<file path="src/rtl/apb_interconnect_pkg.sv">
// Shared definitions for the APB3 single-master interconnect: FSM state encoding,
// the default slave-map field position and the timeout counter width helper.
package apb_interconnect_pkg;

   typedef enum logic {
      ST_IDLE   = 1'b0,
      ST_ACCESS = 1'b1
   } apb_state_t;

   // Default slave map: 4 KiB windows, slave index starts at PADDR[12].
   localparam int DEF_SEL_LSB = 12;

   function automatic int cnt_width(input int max_cyc);
      return (max_cyc <= 1) ? 1 : $clog2(max_cyc + 1);
   endfunction

endpackage

</file>
<file path="src/rtl/apb_timeout_cnt.sv">
// Saturating ACCESS-phase wait counter; hit flags the last permitted wait cycle.
// MAX_CYC = 0 disables the timeout (hit never asserts).
module apb_timeout_cnt
   import apb_interconnect_pkg::*;
#(
   parameter int MAX_CYC = 16
) (
   input  logic clk,
   input  logic rst,
   input  logic clr,
   input  logic en,
   output logic hit
);

   localparam int W = cnt_width(MAX_CYC);
   localparam logic [W-1:0] HIT_VAL = (MAX_CYC == 0) ? '0 : W'(MAX_CYC - 1);
   localparam logic [W-1:0] SAT_VAL = '1;

   logic [W-1:0] cnt;

   // NOTE: sequential state uses non-blocking assignments so every register
   // samples pre-edge values regardless of process evaluation order.
   always_ff @(posedge clk) begin
      if (rst) begin
         cnt <= '0;
      end else if (clr) begin
         cnt <= '0;
      end else if (en && (cnt != SAT_VAL)) begin
         cnt <= cnt + 1'b1;
      end
   end

   assign hit = (MAX_CYC != 0) && (cnt == HIT_VAL);

endmodule

</file>
<file path="src/rtl/apb_interconnect.sv">
// APB3 single-master / NUM_SLAVES-slave interconnect with decode-error and
// wait-state timeout responses. Optional error log enabled by APB_ERR_LOG_EN.
module apb_interconnect
   import apb_interconnect_pkg::*;
#(
   parameter int NUM_SLAVES  = 3,
   parameter int ADDR_W      = 32,
   parameter int DATA_W      = 32,
   parameter int SEL_LSB     = DEF_SEL_LSB,
   parameter int SEL_W       = 2,
   parameter int TIMEOUT_CYC = 16
) (
   input  logic                       clk,
   input  logic                       rst,
   input  logic                       m_psel,
   input  logic                       m_penable,
   input  logic                       m_pwrite,
   input  logic [ADDR_W-1:0]          m_paddr,
   input  logic [DATA_W-1:0]          m_pwdata,
   output logic [DATA_W-1:0]          m_prdata,
   output logic                       m_pready,
   output logic                       m_pslverr,
   output logic [NUM_SLAVES-1:0]      s_psel,
   output logic                       s_penable,
   output logic                       s_pwrite,
   output logic [ADDR_W-1:0]          s_paddr,
   output logic [DATA_W-1:0]          s_pwdata,
   input  logic [NUM_SLAVES*DATA_W-1:0] s_prdata,
   input  logic [NUM_SLAVES-1:0]      s_pready,
   input  logic [NUM_SLAVES-1:0]      s_pslverr
`ifdef APB_ERR_LOG_EN
   ,
   input  logic                       err_clr,
   output logic                       err_valid,
   output logic [ADDR_W-1:0]          err_addr,
   output logic                       err_is_to,
   output logic [7:0]                 err_cnt
`endif
);

   apb_state_t        state, state_nx;
   logic [SEL_W-1:0]  dec_idx, idx_q;
   logic              dec_err, err_q;
   logic              setup;
   logic              sel_pready, sel_pslverr;
   logic [DATA_W-1:0] sel_prdata;
   logic              tmo_hit, to_hit;
   logic              cnt_clr, cnt_en;
   logic [NUM_SLAVES-1:0] psel_c;
   logic              pready_c, pslverr_c;
   logic [DATA_W-1:0] prdata_c;

   assign dec_idx = m_paddr[SEL_LSB +: SEL_W];
   assign dec_err = int'(dec_idx) >= NUM_SLAVES;
   assign setup   = m_psel & ~m_penable;

   // Loop mux keeps out-of-range idx_q (decode errors) from indexing past the ports.
   // NOTE: every variable driven in always_comb gets a default first, otherwise an
   // unassigned path would infer a latch.
   always_comb begin
      sel_pready  = 1'b0;
      sel_pslverr = 1'b0;
      sel_prdata  = '0;
      for (int i = 0; i < NUM_SLAVES; i++) begin
         if (idx_q == SEL_W'(i)) begin
            sel_pready  = s_pready[i];
            sel_pslverr = s_pslverr[i];
            sel_prdata  = s_prdata[i*DATA_W +: DATA_W];
         end
      end
   end

   assign to_hit = (state == ST_ACCESS) & ~err_q & tmo_hit & ~sel_pready;

   always_comb begin
      state_nx  = state;
      psel_c    = '0;
      pready_c  = 1'b0;
      pslverr_c = 1'b0;
      prdata_c  = '0;
      cnt_clr   = 1'b0;
      cnt_en    = 1'b0;
      case (state)
         ST_IDLE: begin
            for (int i = 0; i < NUM_SLAVES; i++) begin
               psel_c[i] = setup & ~dec_err & (dec_idx == SEL_W'(i));
            end
            cnt_clr = 1'b1;
            if (setup) begin
               state_nx = ST_ACCESS;
            end
         end
         ST_ACCESS: begin
            for (int i = 0; i < NUM_SLAVES; i++) begin
               psel_c[i] = m_psel & ~err_q & ~to_hit & (idx_q == SEL_W'(i));
            end
            if (err_q || to_hit) begin
               pready_c  = 1'b1;
               pslverr_c = 1'b1;
            end else begin
               pready_c  = sel_pready;
               pslverr_c = sel_pready & sel_pslverr;
               prdata_c  = sel_pready ? sel_prdata : '0;
            end
            if (pready_c || !m_psel) begin
               state_nx = ST_IDLE;
               cnt_clr  = 1'b1;
            end else begin
               cnt_en = 1'b1;
            end
         end
         default: state_nx = ST_IDLE;
      endcase
   end

   always_ff @(posedge clk) begin
      if (rst) begin
         state <= ST_IDLE;
         idx_q <= '0;
         err_q <= 1'b0;
      end else begin
         state <= state_nx;
         if ((state == ST_IDLE) && setup) begin
            idx_q <= dec_idx;
            err_q <= dec_err;
         end
      end
   end

   apb_timeout_cnt #(
      .MAX_CYC (TIMEOUT_CYC)
   ) u_timeout_cnt (
      .clk (clk),
      .rst (rst),
      .clr (cnt_clr),
      .en  (cnt_en),
      .hit (tmo_hit)
   );

   // Reset gates the handshake outputs combinationally, before the FSM has seen an edge.
   assign s_psel    = rst ? '0 : psel_c;
   assign s_penable = ~rst & m_penable & (|psel_c);
   assign m_pready  = ~rst & pready_c;
   assign m_pslverr = ~rst & pslverr_c;
   assign m_prdata  = rst ? '0 : prdata_c;

   assign s_pwrite = m_pwrite;
   assign s_paddr  = m_paddr;
   assign s_pwdata = m_pwdata;

`ifdef APB_ERR_LOG_EN
   logic              err_evt;
   logic              valid_b;
   logic [7:0]        cnt_b;
   logic [ADDR_W-1:0] addr_b;
   logic              is_to_b;

   assign err_evt = m_pready & m_pslverr;

   // Clear applies first so an error in the clear cycle still lands in the log.
   always_comb begin
      valid_b = err_valid & ~err_clr;
      cnt_b   = err_clr ? 8'd0 : err_cnt;
      addr_b  = err_clr ? '0 : err_addr;
      is_to_b = err_is_to & ~err_clr;
   end

   always_ff @(posedge clk) begin
      if (rst) begin
         err_valid <= 1'b0;
         err_cnt   <= 8'd0;
         err_addr  <= '0;
         err_is_to <= 1'b0;
      end else begin
         err_valid <= valid_b | err_evt;
         err_cnt   <= (err_evt && (cnt_b != 8'hFF)) ? cnt_b + 8'd1 : cnt_b;
         if (err_evt && !valid_b) begin
            err_addr  <= m_paddr;
            err_is_to <= to_hit;
         end else begin
            err_addr  <= addr_b;
            err_is_to <= is_to_b;
         end
      end
   end
`endif

endmodule

</file>
<file path="config.mk">
export PLATFORM = sky130hd
export DESIGN_NAME = apb_interconnect
export DESIGN_NICKNAME = d
export VERILOG_FILES = /design/src/rtl/apb_interconnect_pkg.sv /design/src/rtl/apb_timeout_cnt.sv /design/src/rtl/apb_interconnect.sv
export SDC_FILE = /design/constraint.sdc
export NUM_CORES = 1
export LEC_CHECK = 0
export CAP_MARGIN = 20
export CORE_AREA = 3 3 107 109
export CTS_CLUSTER_DIAMETER = 60
export CTS_CLUSTER_SIZE = 25
export DETAILED_ROUTE_END_ITERATION = 10
export DIE_AREA = 0 0 110 112
export DONT_BUFFER_PORTS = 1
export GPL_ROUTABILITY_DRIVEN = 0
export GPL_TIMING_DRIVEN = 0
export PLACE_DENSITY = 0.37
export REMOVE_ABC_BUFFERS = 1
export SLEW_MARGIN = 20
export SYNTH_ARGS = -nofsm -noshare
export SYNTH_HDL_FRONTEND = slang
export SYNTH_HIERARCHICAL = 1
export SYNTH_SLANG_ARGS = --single-unit
</file>
<file path="constraint.sdc">
create_clock -name clk -period 3.3 [get_ports clk]
set_input_delay 0.33 -clock clk [delete_from_list [all_inputs] [get_ports clk]]
set_output_delay 0.33 -clock clk [all_outputs]
set_load 0.05 [all_outputs]
</file>
Yosys cells after proc, flatten, opt, wreduce, memory -nomap -nowiden
Cells that the tools add are included.

storage, ports and cells
  logic and storage cells = 72
  register bits = 9
  output and inout bits = 103

cells by class
  reductions and logical operators = 9
  mux-type cells = 26
  order comparisons = 1
  eq/ne operators = 6
  add/subtract/negate cells = 1
  bitwise logic cells = 25

operators with widths
  kind                   number
  $mux W32               7
  $and A1 B1 Y1          18
  $mux W1                15
  $not A1 Y1             7
  $pmux W3 S2            1
  $add A5 B1 Y5 const B  1
  $eq A5 B4 Y1 const B   1
  $ne A5 B5 Y1 const B   1
  $eq A2 B1 Y1 const B   2
  $eq A2 B2 Y1 const B   2
  $logic_not A2 Y1       2
  $pmux W1 S2            2
  $mux W3                1
  $reduce_or A3 Y1       1
  $ge A2 B2 Y1 const B   1
  $logic_and A1 B1 Y1    2
  $logic_or A1 B1 Y1     2
  $reduce_or A2 Y1       1
  $logic_not A1 Y1       1

Logic depth before layout (Yosys ltp)
Gate-level depths: netlist of the first run.

  depth after elaboration = 13
  mapped depth = 9
  mapped depth without buffers = 9

Hierarchy
Netlist of the first run, hierarchy kept.

modules (own cells, without submodules)
  module            area an instance (µm²)  sequential area each (µm²)  cells an instance  times used
  apb_interconnect  1695.4                  80.1                        225                1
  apb_timeout_cnt   254.0                   100.1                       27                 1

Worst setup path after synthesis of the first run
No wires, ideal clock.

  path type = register -> output
  from = register u_timeout_cnt.cnt[0]
  to = output s_psel[2]
  path slack = 581 ps
  data required time = 2970 ps
  arrival = 2389 ps
  stages on the path, launching flop included = 7
  path buffers = 0
  path through = dfxtp_1 -> ha_1 -> and3_1 -> ha_1 -> and3b_1 -> nor2b_1 -> o31ai_1

between the ends
  longest elaborated chain between the ends = 8

RTL lines
  item                        RTL line                 source
  from (decl)                 apb_timeout_cnt.sv:19    logic [W-1:0] cnt;
  from (signal assigned)      apb_timeout_cnt.sv:29    cnt <= cnt + 1'b1;
  $eq A5 B4 Y1                apb_timeout_cnt.sv:33    assign hit = (MAX_CYC != 0) && (cnt == HIT_VAL);
  named net tmo_hit           apb_interconnect.sv:47   logic tmo_hit, to_hit;
  $and A1 B1 Y1 (2 in a row)  apb_interconnect.sv:73   assign to_hit = (state == ST_ACCESS) & ~err_q & tmo_hit & ~sel_pready;
  $not A1 Y1                  apb_interconnect.sv:95   psel_c[i] = m_psel & ~err_q & ~to_hit & (idx_q == SEL_W'(i));
  $and A1 B1 Y1 (2 in a row)  apb_interconnect.sv:95
  $pmux W3 S2                 apb_interconnect.sv:83   case (state)
  $mux W3                     apb_interconnect.sv:141  assign s_psel = rst ? '0 : psel_c;
  to (decl)                   apb_interconnect.sv:23   output logic [NUM_SLAVES-1:0] s_psel,

The timed path passes the listed nets, and every way through them passes these cells.

Worst setup path in the final report of the first run
  from = register idx_q[0]
  to = output m_pslverr

between the ends
  longest elaborated chain between the ends = 10

RTL lines
  item                    RTL line                 source
  from (decl)             apb_interconnect.sv:42   logic [SEL_W-1:0] dec_idx, idx_q;
  from (signal assigned)  apb_interconnect.sv:124  idx_q <= dec_idx;
  $logic_not A2 Y1        apb_interconnect.sv:65   if (idx_q == SEL_W'(i)) begin
  $mux W1 (3 in a row)    apb_interconnect.sv:65
  $not A1 Y1              apb_interconnect.sv:73
  $and A1 B1 Y1           apb_interconnect.sv:73
  $logic_or A1 B1 Y1      apb_interconnect.sv:97   if (err_q || to_hit) begin
  $mux W1 *               apb_interconnect.sv:97
  $mux W1 *               apb_interconnect.sv:83
  $and A1 B1 Y1 *         apb_interconnect.sv:144  assign m_pslverr = ~rst & pslverr_c;
  to (decl)               apb_interconnect.sv:22   output logic m_pslverr,

Mark *: on every way between the ends. The rest lies on a longest branch, timed or not.

==> flow_summary_export.csv, run 1 <==
group,metric,value,unit
cts,cts_buffers,3,
run_status,status,"finished clean",
power_and_ir_drop,max-vdd-ir-drop,0.000154,V
setup_path,setup.worst_path.start_class,"flip-flop",
logic_synthesis,yosysSeqAreaShare,9.24,%
placed_design,dp.cells,309,
logic_synthesis,ys_async_sr_fraction,0,%
cts,cts.sinks,9,
sta,drv_slew,0,
power_and_ir_drop,power,426,uW
logic_synthesis,synth_cells,252,
global_routing,grt_max_degree,35,
power_and_ir_drop,switchingPower,162,uW
hold_path,whs_path_depth,1,
setup_path,startpoint,"idx_q[0]",
sta,hold_violations,0,
logic_synthesis,yosysWarnings,6,
drt,drtAntennaViolNets,0,
drt,wl,11000,um
cts,clock_latency,0.23,ns
sta,finalCritPeriodShare,86.9,%
drt,dr.pass1.iters,4,
setup_path,required,2.97,ns
power_and_ir_drop,pwr-share-comb,41.7,%
logic_synthesis,synth_area,1950,um2
cells_and_area,areaGrowthSynthToFinish,-4.75,%
sta,period_needed,2.87,ns
floorplanning,row_count,38,
floorplanning,coreArea,10700,um2
floorplanning,die_y,112,um
logic_synthesis,yosysUniqueCellTypes,40,
setup_path,criticalPathCategory,"reg2out",
job,cap_violations,0,
logic_synthesis,synth-edff-count,0,
cts,cts_buffer_depth,2,
logic_synthesis,yosysTopAreaCell,"buf_4",
setup_path,end_kind,"primary output",
setup_path,r2r-start,"u_timeout_cnt/cnt[0]",
global_routing,grt_pass1_wl,13600,um
setup_path,arrival,2.54,ns
cts,cts_root_buffer,"clkbuf_8",
power_and_ir_drop,swShare,38.1,%
power_and_ir_drop,clkPwrFrac,30.9,%
cells_and_area,fin_nets,349,
power_and_ir_drop,p_leak,0.000553,uW
floorplanning,die_w,110,um
power_and_ir_drop,p_seq_share,27.4,%
cells_and_area,drive_above_1_share,45.4,%
placed_design,io_buffers,0,
drt,detail_route.vias_per_cell,5.35,
cts,tritoncts,"built",
setup_path,worstRegToRegCells,9,
cells_and_area,finalNonFillerCells,314,
logic_synthesis,avgSynthCellArea,7.74,um2
sta,max_slew_margin,29.6,%
cells_and_area,n_antenna_cell,0,
global_routing,overflow,0,
cells_and_area,utilization,17.4,%
logic_synthesis,synthTopCellsByArea,"buf_4, mux2_2, a22oi_1, dfxtp_1, nor3_1",
global_routing,grt_use_total,16.4,%
sta,clock_skew,0.00170,ns
drt,wl_per_cell,35.0,um
cts,cts_setup_buffers,0,
cts,htreeDepth,1,
drt,via_count,1680,
drt,drc,0,
drt,dr.first_iter.drc_count,64,
global_routing,grt_pass1_vias,1523,
placed_design,dp_hpwl,9150,um
sta,finalSetupViolCount,0,
sta,worst_pin_slew,1.06,ns
floorplanning,io_pins,274,
hold_path,hp-class,"in2reg",
sta,rsz0062_at_grt,"no",
hold_path,hold_start,"rst",
logic_synthesis,ys_ff_latch,9,
sta,max_freq,349,MHz
power_and_ir_drop,p_int,264,uW
sta,timing.final.ws_setup,0.432,ns
global_routing,grt_antenna_before_repair,0,
logic_synthesis,yosys.area.top_type_share,25.0,%
placed_design,dp_slack,0.286,ns
power_and_ir_drop,powerDensity,230,nW/um2
setup_path,worstPathMaxFanout,34,
cts,clkTransAtPathRegs,0.05,ns
floorplanning,die-area,12300,um2
floorplanning,start_util,18.2,%
logic_synthesis,ys.flop_type,"dfxtp_1",
-- timing repair --
action	in CTS	in global routing
gates resized for setup	0	1
hold buffers	0	0
endpoints found under the setup margin	0	1
-- final cells by class --
class / instances / area [um2]
clock buffer: 4 / 45.0
fill: 1204 / 8840
inverter: 6 / 22.5
multi-input combinational: 152 / 1360
sequential: 9 / 181
tap: 140 / 175
timing repair buffer: 3 / 75.1
-- cell usage after synthesis (2+ instances only) --
library cell / instances
buf_4: 65
nor3_1: 33
a22oi_1: 32
mux2_2: 32
buf_2: 11
clkbuf_1: 9
dfxtp_1: 9
inv_1: 5
nand2_1: 5
nor2_1: 5
a21oi_1: 4
a211oi_1: 3
ha_1: 3
mux2i_1: 3
nor2b_1: 3
a22o_1: 2
nand3b_1: 2
o211ai_1: 2
o21a_1: 2
o21ai_0: 2
-- power by group through the flow --
stage,clock [uW],combinational (uW),sequential [uW]
2_1_floorplan,0,119,121
3_3_place_gp,0,144,124
3_5_place_dp,0,176,119
4_1_cts,134,176,117
5_1_grt,142,193,117
6_report,132,178,117
-- cell families after synthesis --
| kind of cell | share of synthesized area, % |
|---|---|
| buffers and inverters | 30.7 |
| and+or+nand+nor | 17.7 |
| AOI/OAI and AO/OA | 18.9 |
| muxes | 20.6 |
| DFF | 9.24 |
| adders and majority gates | 1.93 |
| xor gates and xnor gates | 0.899 |
-- path summary, 6_finish.rpt --
path / to / slack [ns]
min reg2reg: u_timeout_cnt/cnt[1] / 0.48
min: idx_q[0] / 0.16
max reg2reg: u_timeout_cnt/cnt[3] / 1.14
max: m_pslverr / 0.43
-- state kept, by name (all words and copies together), names as in the netlist --
register,flops
u_timeout_cnt/cnt,5
idx_q,2
err_q,1
state,1
-- worst max-delay path, cell delays in order (launching register included) --
cell and delay [ns]:
dfxtp_2 0.49, mux2i_1 0.54, o21a_4 0.58, o221a_1 0.64
-- per-layer routing --
layer | GRT usage, % | part of all wire (%)
met5 | 6.30 | 0.77
met3 | 18.9 | 23
met2 | 24.2 | 43
met4 | 1.91 | 1.1
met1 | 15.0 | 32
-- layout by cell type, fill, tap and decap left out, types with 2 or more instances in the layout --
| cell | synthesis | routed |
|---|---|---|
| mux2_2 | 32 | 32 |
| a22oi_1 | 32 | 32 |
| nor3_2 | 0 | 32 |
| dfxtp_1 | 9 | 8 |
| inv_1 | 5 | 5 |
| nand2_1 | 5 | 5 |
| nor2_1 | 5 | 5 |
| a21oi_1 | 4 | 4 |
| mux2i_1 | 3 | 3 |
| clkbuf_8 | 0 | 3 |
| ha_1 | 3 | 3 |
| nand3b_1 | 2 | 2 |
| nor2b_1 | 3 | 2 |
| a211oi_1 | 3 | 2 |
| a22o_1 | 2 | 2 |
| o21ai_0 | 2 | 2 |
| o211ai_1 | 2 | 2 |
| buf_16 | 0 | 2 |
-- metrics by stage --
step	setup TNS, ns	instance area [um2]	hold WS, ns
6_report	0	1860	0.157
5_1_grt	0	1860	0.147
4_1_cts	0	1820	0.153
3_5_place_dp	0	1780	0.398
3_3_place_gp	-52.33	1550	0.401
2_1_floorplan	-10.53	1370	0.399
(Power assumes the default switching activity.)
==> run 2, diff against run 1 <==
--- a/config.mk
+++ b/config.mk
@@ -5,16 +5,17 @@
 export SDC_FILE = /design/constraint.sdc
 export NUM_CORES = 1
 export LEC_CHECK = 0
+export ABC_AREA = 1
 export CAP_MARGIN = 20
-export CORE_AREA = 3 3 107 109
+export CORE_AREA = 2 2 107 109
 export CTS_CLUSTER_DIAMETER = 60
 export CTS_CLUSTER_SIZE = 25
 export DETAILED_ROUTE_END_ITERATION = 10
-export DIE_AREA = 0 0 110 112
+export DIE_AREA = 0 0 109 111
 export DONT_BUFFER_PORTS = 1
 export GPL_ROUTABILITY_DRIVEN = 0
 export GPL_TIMING_DRIVEN = 0
-export PLACE_DENSITY = 0.37
+export PLACE_DENSITY = 0.36
 export REMOVE_ABC_BUFFERS = 1
 export SLEW_MARGIN = 20
 export SYNTH_ARGS = -nofsm -noshare
==> run 2 against run 1 <==
Cell area is 2.5% lower. Core utilization is 1.0 points lower. Power is 19% higher. Die area is 1.8% lower. Clock power is 64% higher. Synthesized area is 3.0% lower.
==> flow_summary_export.csv, run 2 <==
group,metric,value,unit
floorplanning,die_w,109,um
setup_path,arrival,2.72,ns
logic_synthesis,synth_area,1890,um2
cells_and_area,reg_top3,"u_timeout_cnt/cnt (5), idx_q (2)",
logic_synthesis,synthMostInstantiatedCell,"nand2_1",
drt,drc,0,
power_and_ir_drop,powerDensity,280,nW/um2
sta,max_freq,327,MHz
cells_and_area,n_antenna_cell,0,
drt,dr.first_iter.drc_count,74,
power_and_ir_drop,power,507,uW
cts,cts_setup_buffers,0,
setup_path,worstPathMaxFanout,35,
run_status,status,"finished clean",
floorplanning,die-area,12100,um2
logic_synthesis,yosys.area.top_type_share,26.6,%
logic_synthesis,yosysUniqueCellTypes,27,
floorplanning,coreArea,11100,um2
logic_synthesis,yosysTopAreaCell,"buf_4",
cts,htreeDepth,1,
drt,dr.pass1.iters,4,
sta,clock_skew,0.00290,ns
global_routing,grt_antenna_before_repair,0,
power_and_ir_drop,p_leak,0.000538,uW
logic_synthesis,ys.flop_type,"dfxtp_1",
placed_design,dp_hpwl,11200,um
cts,cts_root_buffer,"clkbuf_16",
logic_synthesis,avgSynthCellArea,6.04,um2
setup_path,required,2.97,ns
floorplanning,row_count,39,
cts,cts_buffer_depth,2,
cts,cts.sinks,9,
global_routing,grt_max_degree,36,
floorplanning,io_pins,274,
cells_and_area,final_cell_mix,"nand2_1, a311oi_2, inv_1",
logic_synthesis,ys_async_sr_fraction,0,%
cts,ctsHoldBuffers,0,
cells_and_area,drive_above_1_share,24.2,%
job,cap_violations,0,
logic_synthesis,ys_ff_latch,9,
global_routing,overflow,0,
logic_synthesis,synthTopCellsByArea,"buf_4, nand2_1, a311oi_1, dfxtp_1, buf_2",
global_routing,grt_use_total,20.1,%
cells_and_area,layout_commonest_cell,"nand2_1",
sta,hold_violations,0,
power_and_ir_drop,max-vdd-ir-drop,0.000366,V
sta,period_needed,3.05,ns
sta,worst_pin_slew,1.09,ns
cells_and_area,top_register,"u_timeout_cnt/cnt",
global_routing,grt_pass1_vias,1809,
cells_and_area,areaGrowthSynthToFinish,-4.24,%
cts,clock_latency,0.23,ns
sta,rsz0062_at_grt,"no",
logic_synthesis,synth.top_cells.by_count,"nand2_1, buf_4, a311oi_1",
drt,via_count,1892,
floorplanning,die_y,111,um
drt,wl_per_cell,34.6,um
cells_and_area,utilization,16.3,%
global_routing,grt_pass1_wl,15900,um
logic_synthesis,synth-edff-count,0,
cells_and_area,fin_nets,411,
sta,drv_slew,0,
hold_path,hp-class,"in2reg",
setup_path,startpoint,"idx_q[0]",
sta,finalSetupViolCount,0,
hold_path,hold_start,"rst",
sta,finalCritPeriodShare,92.6,%
cts,cts_buffers,3,
setup_path,end_kind,"primary output",
setup_path,setup.worst_path.start_class,"flip-flop",
setup_path,r2r-start,"idx_q[0]",
cells_and_area,largest_reg_flops,5,
cts,clkTransAtPathRegs,0.04,ns
drt,drtAntennaViolNets,0,
logic_synthesis,yosysSeqAreaShare,9.53,%
logic_synthesis,yosysWarnings,6,
setup_path,criticalPathCategory,"reg2out",
sta,max_slew_margin,27.5,%
drt,detail_route.vias_per_cell,4.99,
placed_design,io_buffers,0,
logic_synthesis,synth_cells,313,
cts,tritoncts,"built",
drt,wl,13100,um
floorplanning,start_util,17.1,%
run 2: cell types whose count changed in the layout (fill, tap and decap cells not counted), sizes merged, moves of 4 or more:
cell,delta
a21oi,+6
a22oi,-32
a311oi,+32
inv,+16
mux2,-33
nand2,+119
nand3,+4
nor2,+13
nor3,-33
run 2: cell families after synthesis:
group / count (synthesis) / synth area share, %
AO/OA/AOI/OAI: 48 / 20.1
adder cells (fa/ha/maj): 3 / 1.99
buffers and inverters: 103 / 34.7
flip-flops: 9 / 9.53
AND/OR/NAND/NOR: 150 / 33.6
run 2: worst paths after layout:
check,to,slack (ns),cells past startpoint
worst max-delay path,m_prdata[13],0.25,4
worst max register to register,u_timeout_cnt/cnt[3],0.68,13
worst min-delay path,err_q,0.16,1
worst min register to register,err_q,0.46,2
run 2: layer usage:
metal	vias up	track usage [%]	part of all wire, %
li1	819	-	-
met5	-	2.68	0
met2	241	35.5	50
met1	822	12.0	22
met3	10	25.7	26
met4	0	3.25	1.5
run 2: cell type report:
class	instances	area (um2)
Fill cell	1292	9270
Tap cell	143	179
Sequential cell	9	180
Inverter	21	81.3
Multi-Input combinational cell	202	1290
Clock buffer	4	78.8
run 2: what timing repair did:
item	CTS	global route
setup endpoints to repair	2	5
cloned	0	1
pin swaps	1	0
resized for setup	2	4
run 2: metrics by stage:
stage               instances  instance area [um2]  TNS, ns  hold WS, ns  setup WS [ns]
global placement          374                 1490   -0.375        0.401         -0.161
CTS                       378                 1790        0        0.158         0.0590
detailed placement        374                 1700        0        0.402          0.172
finish                    379                 1810        0        0.160          0.245
floorplan                 231                 1320        0        0.399          0.665
global route              379                 1810        0        0.153         0.0293
run 2: power breakdown:
group	total (uW)	switching, uW	internal, uW	leakage, uW
clock network	216	54.7	162	0.0000382
registers	116	4.59	112	0.0000730
logic	174	140	34.1	0.000427
run 2: worst max-delay path, cell delays in order (launching register included):
cell and delay (ns):
dfxtp_1 0.56, nor2_4 0.20, nand2_2 0.12, nand3_4 0.46, a311oi_2 1.09
